File: src/rtl/aes_sbox_bist_if.sv
// Byte-wide bus between the BIST engine and the S-box under test.
// The master drives the operand and direction, and the slave returns the combinational result.
interface aes_sbox_bist_if;
  logic [7:0] sbox_data_in;
  logic       sbox_enc_dec;
  logic [7:0] sbox_data_out;

  modport master (
    output sbox_data_in,
    output sbox_enc_dec,
    input  sbox_data_out
  );

  modport slave (
    input  sbox_data_in,
    input  sbox_enc_dec,
    output sbox_data_out
  );
endinterface

File: src/rtl/aes_sbox_bist.sv
// Self-test sweep for an AES S-box. Each byte gets one forward cycle and one inverse cycle.
// The engine reports known-answer, duplicate-output and round-trip failures, plus a CRC-16 MISR signature.
module aes_sbox_bist (
  input  logic                   clk,
  input  logic                   rst,
  input  logic                   start,
  aes_sbox_bist_if.master        sbox,
  output logic                   busy,
  output logic                   done,
  output logic                   pass,
  output logic [8:0]             fail_count,
  output logic [7:0]             first_fail_addr,
  output logic [1:0]             first_fail_kind,
  output logic [15:0]            signature
);

  typedef enum logic [1:0] {
    S_IDLE = 2'd0,
    S_FWD  = 2'd1,
    S_INV  = 2'd2,
    S_DONE = 2'd3
  } state_t;

  state_t       state_reg;
  logic [7:0]   x_reg;
  logic [255:0] seen_reg;
  logic         kat_reg;
  logic         dup_reg;

  logic [7:0]       y;
  logic             kat_fail;
  logic             rt_fail;
  logic             any_fail;
  logic [1:0]       kind_next;
  logic [8:0][15:0] crc_chain;

  assign y = sbox.sbox_data_out;

  always_comb begin
    kat_fail = 1'b0;
    case (x_reg)
      8'h00:   kat_fail = (y != 8'h63);
      8'h53:   kat_fail = (y != 8'hED);
      8'hAA:   kat_fail = (y != 8'hAC);
      8'hFF:   kat_fail = (y != 8'h16);
      default: kat_fail = 1'b0;
    endcase
  end

  // One MSB-first CRC-16-CCITT step per input bit. This unrolls into a single-cycle byte update.
  assign crc_chain[0] = signature;
  generate
    for (genvar gi = 0; gi < 8; gi++) begin : g_crc
      logic fb;
      assign fb = crc_chain[gi][15] ^ y[7-gi];
      assign crc_chain[gi+1] = {crc_chain[gi][14:0], 1'b0} ^ (fb ? 16'h1021 : 16'h0000);
    end
  endgenerate

  // In INV the S-box input holds the forward result, so a good part returns x.
  assign rt_fail   = (y != x_reg);
  assign any_fail  = kat_reg | dup_reg | rt_fail;
  assign kind_next = kat_reg ? 2'b11 : (dup_reg ? 2'b10 : 2'b01);

  always_ff @(posedge clk) begin
    if (rst) begin
      state_reg         <= S_IDLE;
      x_reg             <= 8'h00;
      seen_reg          <= '0;
      kat_reg           <= 1'b0;
      dup_reg           <= 1'b0;
      sbox.sbox_data_in <= 8'h00;
      sbox.sbox_enc_dec <= 1'b1;
      busy              <= 1'b0;
      done              <= 1'b0;
      pass              <= 1'b0;
      fail_count        <= 9'd0;
      first_fail_addr   <= 8'h00;
      first_fail_kind   <= 2'b00;
      signature         <= 16'hFFFF;
    end else begin
      case (state_reg)
        S_IDLE, S_DONE: begin
          sbox.sbox_data_in <= 8'h00;
          sbox.sbox_enc_dec <= 1'b1;
          if (start) begin
            state_reg       <= S_FWD;
            x_reg           <= 8'h00;
            seen_reg        <= '0;
            kat_reg         <= 1'b0;
            dup_reg         <= 1'b0;
            busy            <= 1'b1;
            done            <= 1'b0;
            pass            <= 1'b0;
            fail_count      <= 9'd0;
            first_fail_addr <= 8'h00;
            first_fail_kind <= 2'b00;
            signature       <= 16'hFFFF;
          end
        end

        S_FWD: begin
          kat_reg           <= kat_fail;
          dup_reg           <= seen_reg[y];
          seen_reg[y]       <= 1'b1;
          signature         <= crc_chain[8];
          sbox.sbox_data_in <= y;
          sbox.sbox_enc_dec <= 1'b0;
          state_reg         <= S_INV;
        end

        S_INV: begin
          if (any_fail) begin
            fail_count <= fail_count + 9'd1;
            if (fail_count == 9'd0) begin
              first_fail_addr <= x_reg;
              first_fail_kind <= kind_next;
            end
          end
          sbox.sbox_enc_dec <= 1'b1;
          if (x_reg == 8'hFF) begin
            state_reg         <= S_DONE;
            busy              <= 1'b0;
            done              <= 1'b1;
            pass              <= (fail_count == 9'd0) && !any_fail;
            sbox.sbox_data_in <= 8'h00;
          end else begin
            state_reg         <= S_FWD;
            x_reg             <= x_reg + 8'd1;
            sbox.sbox_data_in <= x_reg + 8'd1;
          end
        end

        default: state_reg <= S_IDLE;
      endcase
    end
  end

endmodule

File: src/flat_wrapper.sv
// flat-port wrapper written by rule: the top's interface ports become plain ports
module aes_sbox_bist_flat 
  (clk, rst, start, busy, done, pass, fail_count, first_fail_addr, first_fail_kind, signature, sbox_sbox_data_in, sbox_sbox_enc_dec, sbox_sbox_data_out);
  aes_sbox_bist_if sbox_i ();
  input  logic clk;
  input  logic rst;
  input  logic start;
  output logic busy;
  output logic done;
  output logic pass;
  output logic [8:0] fail_count;
  output logic [7:0] first_fail_addr;
  output logic [1:0] first_fail_kind;
  output logic [15:0] signature;
  output wire logic [$bits(sbox_i.sbox_data_in)-1:0] sbox_sbox_data_in;
  output wire logic [$bits(sbox_i.sbox_enc_dec)-1:0] sbox_sbox_enc_dec;
  input wire logic [$bits(sbox_i.sbox_data_out)-1:0] sbox_sbox_data_out;
  assign sbox_sbox_data_in = sbox_i.sbox_data_in;
  assign sbox_sbox_enc_dec = sbox_i.sbox_enc_dec;
  assign sbox_i.sbox_data_out = sbox_sbox_data_out;
  aes_sbox_bist u_core (.clk(clk), .rst(rst), .start(start), .sbox(sbox_i), .busy(busy), .done(done), .pass(pass), .fail_count(fail_count), .first_fail_addr(first_fail_addr), .first_fail_kind(first_fail_kind), .signature(signature));
endmodule
File: config.mk
export PLATFORM = sky130hd
export DESIGN_NAME = aes_sbox_bist_flat
export DESIGN_NICKNAME = d
export VERILOG_FILES = /design/src/rtl/aes_sbox_bist_if.sv /design/src/rtl/aes_sbox_bist.sv /design/src/flat_wrapper.sv
export SDC_FILE = /design/constraint.sdc
export NUM_CORES = 1
export LEC_CHECK = 0
export ABC_CLOCK_PERIOD_IN_PS = 3700
export CAP_MARGIN = 20
export CORE_AREA = 4 4 167 169
export DETAILED_ROUTE_END_ITERATION = 12
export DIE_AREA = 0 0 171 173
export GPL_ROUTABILITY_DRIVEN = 1
export PLACE_DENSITY = 0.67
export SYNTH_ARGS = -nofsm -noshare
export SYNTH_HDL_FRONTEND = slang
export SYNTH_SLANG_ARGS = --single-unit
File: constraint.sdc
create_clock -name clk -period 3.7 [get_ports clk]
set_input_delay 1.11 -clock clk [delete_from_list [all_inputs] [get_ports clk]]
set_output_delay 1.11 -clock clk [all_outputs]
set_load 0.02 [all_outputs]
# Yosys cells after proc, flatten, opt, wreduce, memory -nomap -nowiden

Index checks and enable logic that the tools add are counted.

Logic and storage cells: 116
Input port bits: 11
Output and inout port bits: 47
Flip-flop bits (word level): 315

Add/subtract/negate cells: 2
Eq/ne operators: 16
Bitwise gates (word level): 19
Order comparisons: 2
Muxes and demuxes: 48
Reduce and logical (&&, ||, !) cells: 15

Operator list:

| cell                                                        | count |
|---|---|
| case mux 256 bit (2 select lines)                           | 1 |
| 2-to-1 mux 256 bit                                          | 1 |
| OR 256 bit                                                  | 1 |
| XOR 16 bit                                                  | 8 |
| 2-to-1 mux 13 bit                                           | 8 |
| 2-to-1 mux 8 bit                                            | 5 |
| case mux 16 bit (2 select lines)                            | 1 |
| case mux 8 bit (2 select lines)                             | 2 |
| case mux 8 bit (3 select lines)                             | 1 |
| 2-to-1 mux 9 bit                                            | 2 |
| case mux 9 bit (2 select lines)                             | 1 |
| equality test 8 bit (second input constant)                 | 2 |
| 2-to-1 mux 16 bit                                           | 1 |
| != test 8 bit (second input constant)                       | 2 |
| 2-to-1 mux 2 bit                                            | 7 |
| case mux 1 bit (2 select lines)                             | 6 |
| adder 9 x 1 -> 9 bit (second input constant)                | 1 |
| zero test 9 bit                                             | 1 |
| less-than comparator 8 x 9 -> 1 bit (second input constant) | 1 |
| AND reduction 3 bit                                         | 3 |
| adder 8 x 1 -> 8 bit (second input constant)                | 1 |
| binary-select mux 1 bit (select 8 bit)                      | 1 |
| demux 1 bit (select 8 bit)                                  | 1 |
| equality test 8 x 7 -> 1 bit (second input constant)        | 1 |
| other kinds (23)                                            | 43 |

# Longest topological paths before layout

Gate-level depths: netlist of run 1.

Depth in word-level cells: 25
Depth in mapped cells: 11
Depth with buffers taken out: 9

# Worst setup path before layout of run 1

OpenSTA, ideal clock, no wires.

Path kind: input to register
From: input port sbox_sbox_data_out[0]
To: register u_core.dup_reg
Library setup time: 132 ps
Stages: 8
Arrival: 2,993 ps
Required time: 3,568 ps
Slack: 575 ps
Cells stage by stage: buf_6 > mux4_1 > mux4_2 > and2_1 > a311oi_2 > a311oi_1 > nor4_1 > o32ai_1

Cells in the longest elaborated chain, start to end: 3

Ends and longest elaborated chain:

| element                                | line                 | source |
|---|---|---|
| start, declared                        | flat_wrapper.sv:17   | `input wire logic [$bits(sbox_i.sbox_data_out)-1:0] sbox_sbox_data_out;` |
| binary-select mux 1 bit (select 8 bit) | aes_sbox_bist.sv:104 | `dup_reg <= seen_reg[y];` |
| 2-to-1 mux 1 bit (implied by the code) | aes_sbox_bist.sv:104 |  |
| case mux 1 bit (2 select lines)        | aes_sbox_bist.sv:82  | `case (state_reg)` |
| end signal, assigned                   | aes_sbox_bist.sv:104 |  |
| end, declared                          | aes_sbox_bist.sv:28  | `logic dup_reg;` |

Every way passes these cells. The select of a mux whose other input is x is not followed.
A chain may end at the register's enable or synchronous reset.

# Worst setup path after layout of run 1

From: input port sbox_sbox_data_out[7]
To: register u_core.first_fail_addr[6]

Cells in the longest elaborated chain, start to end: 4

Ends and longest elaborated chain:

| element                          | line                 | source |
|---|---|---|
| != test 8 bit                    | aes_sbox_bist.sv:61  | `assign rt_fail = (y != x_reg);` |
| OR 1 bit                         | aes_sbox_bist.sv:62  | `assign any_fail = kat_reg \| dup_reg \| rt_fail;` |
| != test 2 x 1 -> 1 bit (no line) | --                   |  |
| AND reduction 4 bit (no line)    | --                   |  |
| end signal, assigned             | aes_sbox_bist.sv:116 | `first_fail_addr <= x_reg;` |
| end, declared                    | aes_sbox_bist.sv:12  | `output logic [7:0] first_fail_addr,` |

Every way passes these cells.

==> results.yml, run 1 <==
timing:
  worst_pin_slew_ns: 1.044
  hold_violations: 0
  fin_hold_ws_ns: 0.4514
  drv_slew: 0
  max_freq_mhz: 327.8
  relSlewSlack: 0.3012
  fin_tns_setup_ns: 0
  fin_ws_ns: 0.6495
  final.period_utilization: 0.8245
  finalCriticalPeriod_ns: 3.051
  grt_setup_unrepaired: "false"
  skew_ns: 0.01427
  setup_viol: 0
global_route:
  grt_max_degree: 101
  track_usage: 0.2348
  grt_first_pass_wirelength_um: 56350
  antenna_found_initial: 0
  first_global_vias: 10390
  grt_overflow: 0
run:
  max-cap-violations: 0
place:
  place_congestion: 0.8578
  dp_cells: 1796
  place_area_um2: 14260
  place_ws_ns: 0.1427
  numPortBuffers: 57
  hpwl_um: 22840
setup_path:
  cp-end-kind: "register"
  crit_start: "sbox_sbox_data_out[7]"
  r2r_slack_ns: 0.76
  path_class: "input port to register"
  critical_path.top_delay_family: "compound AO/OA/AOI/OAI gates"
  worstPathArrival_ns: 3.49
  start_kind: "input port"
  r2r-start: "u_core.state_reg[0]$_SDFFE_PP0P_"
  worstSetupPathDepth: 7
  cp_max_fo: 10
  worstSetupEndpoint: "u_core.first_fail_addr[6]$_SDFFE_PP0P_"
  rr_endpoint: "u_core.first_fail_addr[6]$_SDFFE_PP0P_"
  cp_cell_sequence: "clkdlybuf4s50_1, xor2_1, nor4_1, a31oi_2, o21ai_1, a22oi_1, nor2_1"
  slowest_delay_ns: 0.64
  rr_worst_depth: 8
  slowest_stage: "clkdlybuf4s50_1"
  critPathRequiredTime_ns: 4.14
  crit_buf_inv: 1
drt:
  ant_nets: 0
  dr.first_iter.drc_count: 1156
  drc: 0
  drt_pass1_iterations: 6
  wl_um: 35620
  post_drt_wl_per_cell_um: 19.14
  vias: 10880
  viasPerCell: 5.844
cts:
  cts_tree: "done"
  clk_pin_slew_ns: 0.06
  post_cts.repair.setup_buffers: 0
  cts_max_level: 2
  cts_max_path_buffers: 3
  numCtsBuffers: 35
  worstSkewPairLatency_ns: 0.52
  clock_sinks: 315
  cts_resized: 0
  root_buffer: "clkbuf_16"
  ctsHoldBuffers: 0
synth:
  syn_nets: 1464
  synth_area_um2: 13090
  synth_seq_area_share: 0.4816
  synth_edf_count: 0
  synthCells: 1445
  async_reset_ff_frac: 0
  synth-seq-cells: 315
  synth_ff_type: "dfxtp_1"
  post_synth.cell_area_avg_um2: 9.061
  synth_warnings: 0
  synth_cell_types: 61
finish:
  largest_reg_flops: 256
  fin_util: 0.5844
  final_area_um2: 15530
  fillers: 2293
  drive_gt1_frac: 0.1401
  final_cells: 1861
  area_delta_synth_final_pct: 18.60
  nets: 1514
  diodes: 0
floorplanning:
  coreArea_um2: 26580
  rows: 60
  fp.dieW_um: 171
  die_h_um: 173
  io-pin-count: 58
  start_util: 0.4927
  fp.dieArea_um2: 29580
pwr:
  ir_worst_vdd_v: 0.0003582
  power_density_nw_per_um2: 596.4
  totalPowerFinal_mw: 9.262
  p_leak_nw: 5.648
run_status:
  status: "complete, no violations"
hold_path:
  min_path_type: "register to register"
-- cell usage in the layout (no fill, tap or decap), types with 8 or more instances in the layout --
cell type / instances
buf_12: 8
nand2b_1: 16
nor3_1: 20
mux4_2: 57
nor2b_1: 10
ha_1: 8
mux2i_1: 16
xor2_1: 18
clkbuf_16: 35
nor4_1: 12
nand3_1: 16
inv_1: 13
o21ai_0: 16
buf_4: 66
a21oi_1: 278
xnor2_1: 24
nand2_1: 54
nor2_1: 339
dfxtp_1: 315
clkdlybuf4s50_1: 53
a22oi_1: 14
-- logic make-up after synthesis --
group / Yosys count / share of synthesized area
AND/OR/NAND/NOR: 506 / 0.1654
AO/OA/AOI/OAI: 360 / 0.1515
flip-flops: 315 / 0.4816
buffers and inverters: 132 / 0.04204
multiplexers: 82 / 0.1237
XOR/XNOR: 42 / 0.02809
adder cells (fa/ha/maj): 8 / 0.007645
-- report_power, final --
| group | internal [mW] | switching (mW) | total, mW |
|---|---|---|---|
| Clock | 2.35 | 1.39 | 3.74 |
| Combinational | 0.656 | 1.25 | 1.90 |
| Sequential | 3.51 | 0.110 | 3.62 |
-- Yosys cell counts, drive strengths merged, types with 5 or more instances --
master / count / area share
o21ai: 19 / 0.0073
nor2b: 10 / 0.0048
nor4: 14 / 0.0072
nand3: 16 / 0.0061
o22ai: 7 / 0.0033
a21oi: 278 / 0.11
o211ai: 7 / 0.0040
nand2: 54 / 0.015
mux2i: 16 / 0.012
nor3: 26 / 0.010
and2: 7 / 0.0033
xnor2: 24 / 0.016
or2: 5 / 0.0024
clkbuf: 81 / 0.023
xor2: 18 / 0.012
nand2b: 16 / 0.0076
a211oi: 6 / 0.0034
a22oi: 14 / 0.0080
inv: 14 / 0.0040
and3: 5 / 0.0024
nor2: 339 / 0.097
dfxtp: 315 / 0.48
ha: 8 / 0.0076
buf: 36 / 0.015
mux4: 62 / 0.11
-- worst min-delay path: cells and delay by family (launching register included) --
family           cells  cell delay [ns]
AO/OA/AOI/OAI        1             0.05
flip-flops           1             0.31
AND/OR/NAND/NOR      1             0.05
-- worst min path at each step --
stage | startpoint | to | slack (ns) | cells after the start
final | u_core.first_fail_kind[1]$_SDFFE_PP0P_ | u_core.first_fail_kind[1]$_SDFFE_PP0P_ | 0.45 | 2
after floorplan | u_core.seen_reg[113]$_SDFFE_PP0P_ | u_core.seen_reg[113]$_SDFFE_PP0P_ | 0.43 | 2
after global routing | u_core.pass$_SDFFE_PP0P_ | u_core.pass$_SDFFE_PP0P_ | 0.48 | 2
after detailed placement | u_core.first_fail_kind[1]$_SDFFE_PP0P_ | u_core.first_fail_kind[1]$_SDFFE_PP0P_ | 0.45 | 2
after global placement | u_core.first_fail_kind[1]$_SDFFE_PP0P_ | u_core.first_fail_kind[1]$_SDFFE_PP0P_ | 0.44 | 2
after CTS | u_core.first_fail_kind[1]$_SDFFE_PP0P_ | u_core.first_fail_kind[1]$_SDFFE_PP0P_ | 0.45 | 2
-- routing by layer --
layer	global-route usage	wire, µm	share of wire	up-vias
li1	-	-	-	5116
met1	0.3218	15540	0.44	5276
met2	0.3777	16600	0.47	409
met3	0.03658	2310	0.065	75
met4	0.08386	1171	0.033	0
met5	0	0	0	-
-- final cells by class --
class	instances	area [µm²]	area share
flip-flops and latches	315	6306	0.4061
inverters	15	56.30	0.003626
repair buffers	130	1201	0.07734
well taps	341	426.7	0.02747
multi-input cells	998	6297	0.4055
clock buffers	47	980.9	0.06316
clock inverters	15	261.5	0.01684
Power figures use the tool's default switching activity.
==> inputs of run 2 (changes only) <==
--- a/config.mk
+++ b/config.mk
@@ -5,7 +5,7 @@
 export SDC_FILE = /design/constraint.sdc
 export NUM_CORES = 1
 export LEC_CHECK = 0
-export ABC_CLOCK_PERIOD_IN_PS = 3700
+export ABC_CLOCK_PERIOD_IN_PS = 2950
 export CAP_MARGIN = 20
 export CORE_AREA = 4 4 167 169
 export DETAILED_ROUTE_END_ITERATION = 12
==> constraint.sdc (replaced) <==
create_clock -name clk -period 2.95 [get_ports clk]
set_input_delay 0.885 -clock clk [delete_from_list [all_inputs] [get_ports clk]]
set_output_delay 0.885 -clock clk [all_outputs]
set_load 0.02 [all_outputs]
==> run 2 against run 1 <==
Compared with the run above:
- non-clock buffer count increased by 60
- final area increased by 2.1%
- die area unchanged
- combinational power increased by 35%
- global-route usage increased by 0.73 points
- flip-flop and latch count unchanged
- clock power increased by 9.1%
- first-iteration DRC count increased by 3.2%
- wire length increased by 2.8%
- total power increased by 21%
- worst setup slack got worse by 0.42 ns
- sequential share of layout area decreased by 0.84 points
==> results.yml, run 2 (same netlist as run 1, synthesis figures left out) <==
run_status:
  status: "complete, no violations"
floorplanning:
  die_h_um: 173
  fp.dieW_um: 171
  coreArea_um2: 26580
  rows: 60
  io-pin-count: 58
  fp.dieArea_um2: 29580
  start_util: 0.4927
finish:
  final_cells: 1918
  fin_util: 0.5968
  layout_commonest_cell: "nor2_1"
  diodes: 0
  nets: 1573
  largest_reg_flops: 256
  final_area_um2: 15860
  most-common-layout-cells: "nor2_1 (339), dfxtp_1 (315), a21oi_1 (278), buf_4 (120), mux4_2 (57)"
  area_delta_synth_final_pct: 21.12
  drive_gt1_frac: 0.1706
place:
  numPortBuffers: 57
  place_congestion: 0.9067
  place_area_um2: 14780
  dp_cells: 1858
  hpwl_um: 24360
drt:
  drc: 0
  post_drt_wl_per_cell_um: 19.09
  wl_um: 36620
  dr.first_iter.drc_count: 1193
  ant_nets: 0
  vias: 11210
  viasPerCell: 5.842
  drt_pass1_iterations: 6
pwr:
  p_int_mw: 7.710
  ir_worst_vdd_v: 0.0004519
  switching_power_mw: 3.461
  p_leak_nw: 5.866
  seqPwrFrac: 0.406
  power_density_nw_per_um2: 704.4
  clock_power_share: 0.365
  totalPowerFinal_mw: 11.17
  pwr-share-comb: 0.229
  switching_share: 0.3098
setup_path:
  slowest_delay_ns: 0.79
  cp_cell_sequence: "clkdlybuf4s50_1, buf_4, nand2b_1, buf_4, nor2_1, a21oi_1, nor2_1"
  slowest_stage: "nor2_1"
  path_class: "input port to register"
  critPathRequiredTime_ns: 3.40
  cp_max_fo: 16
  worstPathArrival_ns: 3.16
  start_kind: "input port"
  cp-end-kind: "register"
cts:
  cts_max_level: 2
  numCtsBuffers: 34
  post_cts.repair.setup_buffers: 0
  root_buffer: "clkbuf_16"
  cts_max_path_buffers: 3
  worstSkewPairLatency_ns: 0.52
  ctsHoldBuffers: 0
  clock_sinks: 315
  cts_tree: "done"
  clk_pin_slew_ns: 0.06
  cts_resized: 0
run:
  max-cap-violations: 0
timing:
  hold_violations: 0
  finalCriticalPeriod_ns: 2.718
  setup_viol: 0
  worst_pin_slew_ns: 1.035
  relSlewSlack: 0.3073
  max_freq_mhz: 367.9
  grt_setup_unrepaired: "false"
  final.period_utilization: 0.9213
  skew_ns: 0.01110
  fin_hold_ws_ns: 0.4541
  drv_slew: 0
global_route:
  grt_max_degree: 117
  antenna_found_initial: 0
  track_usage: 0.2420
  grt_overflow: 0
  grt_first_pass_wirelength_um: 58020
  first_global_vias: 10550
hold_path:
  min_path_type: "register to register"
-- run 2: final cells by class --
class	count	area [µm²]
clock inverters	9	68.82
clock buffers	50	1001
fillers	2261	10720
multi-input cells	998	6297
flip-flops and latches	315	6306
inverters	15	56.30
well taps	341	426.7
repair buffers	190	1703
-- run 2: layer usage --
| layer | wire (µm) | up-vias | global-route usage |
|---|---|---|---|
| met5 | 0 | - | 0 |
| met4 | 1256 | 0 | 0.08121 |
| met3 | 2727 | 84 | 0.04161 |
| met2 | 16800 | 463 | 0.3843 |
| met1 | 15840 | 5408 | 0.3363 |
| li1 | - | 5250 | - |
-- run 2: worst paths after layout --
| path | from | to | slack, ns | cells after the start |
|---|---|---|---|---|
| max reg2reg | u_core.state_reg[0]$_SDFFE_PP0P_ | u_core.first_fail_kind[0]$_SDFFE_PP0P_ | 0.48 | 8 |
| min | u_core.first_fail_kind[1]$_SDFFE_PP0P_ | u_core.first_fail_kind[1]$_SDFFE_PP0P_ | 0.45 | 2 |
| min reg2reg | u_core.first_fail_kind[1]$_SDFFE_PP0P_ | u_core.first_fail_kind[1]$_SDFFE_PP0P_ | 0.45 | 2 |
| max | sbox_sbox_data_out[7] | u_core.seen_reg[52]$_SDFFE_PP0P_ | 0.23 | 7 |
-- run 2: critical path, delay by kind of cell --
family | cells | cell delay (ns)
compound gates | 1 | 0.16
buf+inv | 3 | 0.90
simple gates | 3 | 1.22
-- run 2: metrics by stage --
stage / setup TNS [ns] / setup slack [ns]
2_1_floorplan: 0 / 0.05044
3_3_place_gp: -10.17 / -0.2694
3_5_place_dp: -9.290 / -0.2919
4_1_cts: 0 / 0.2367
5_1_grt: 0 / 0.04456
6_report: 0 / 0.2322
-- run 2: power groups by stage --
stage	sequential [mW]	combinational (mW)	clock, mW
2_1_floorplan	4.72	1.43	0
3_3_place_gp	4.62	2.50	0
3_5_place_dp	4.62	2.53	0
4_1_cts	4.53	2.55	4.14
5_1_grt	4.55	2.76	4.32
6_report	4.53	2.56	4.08
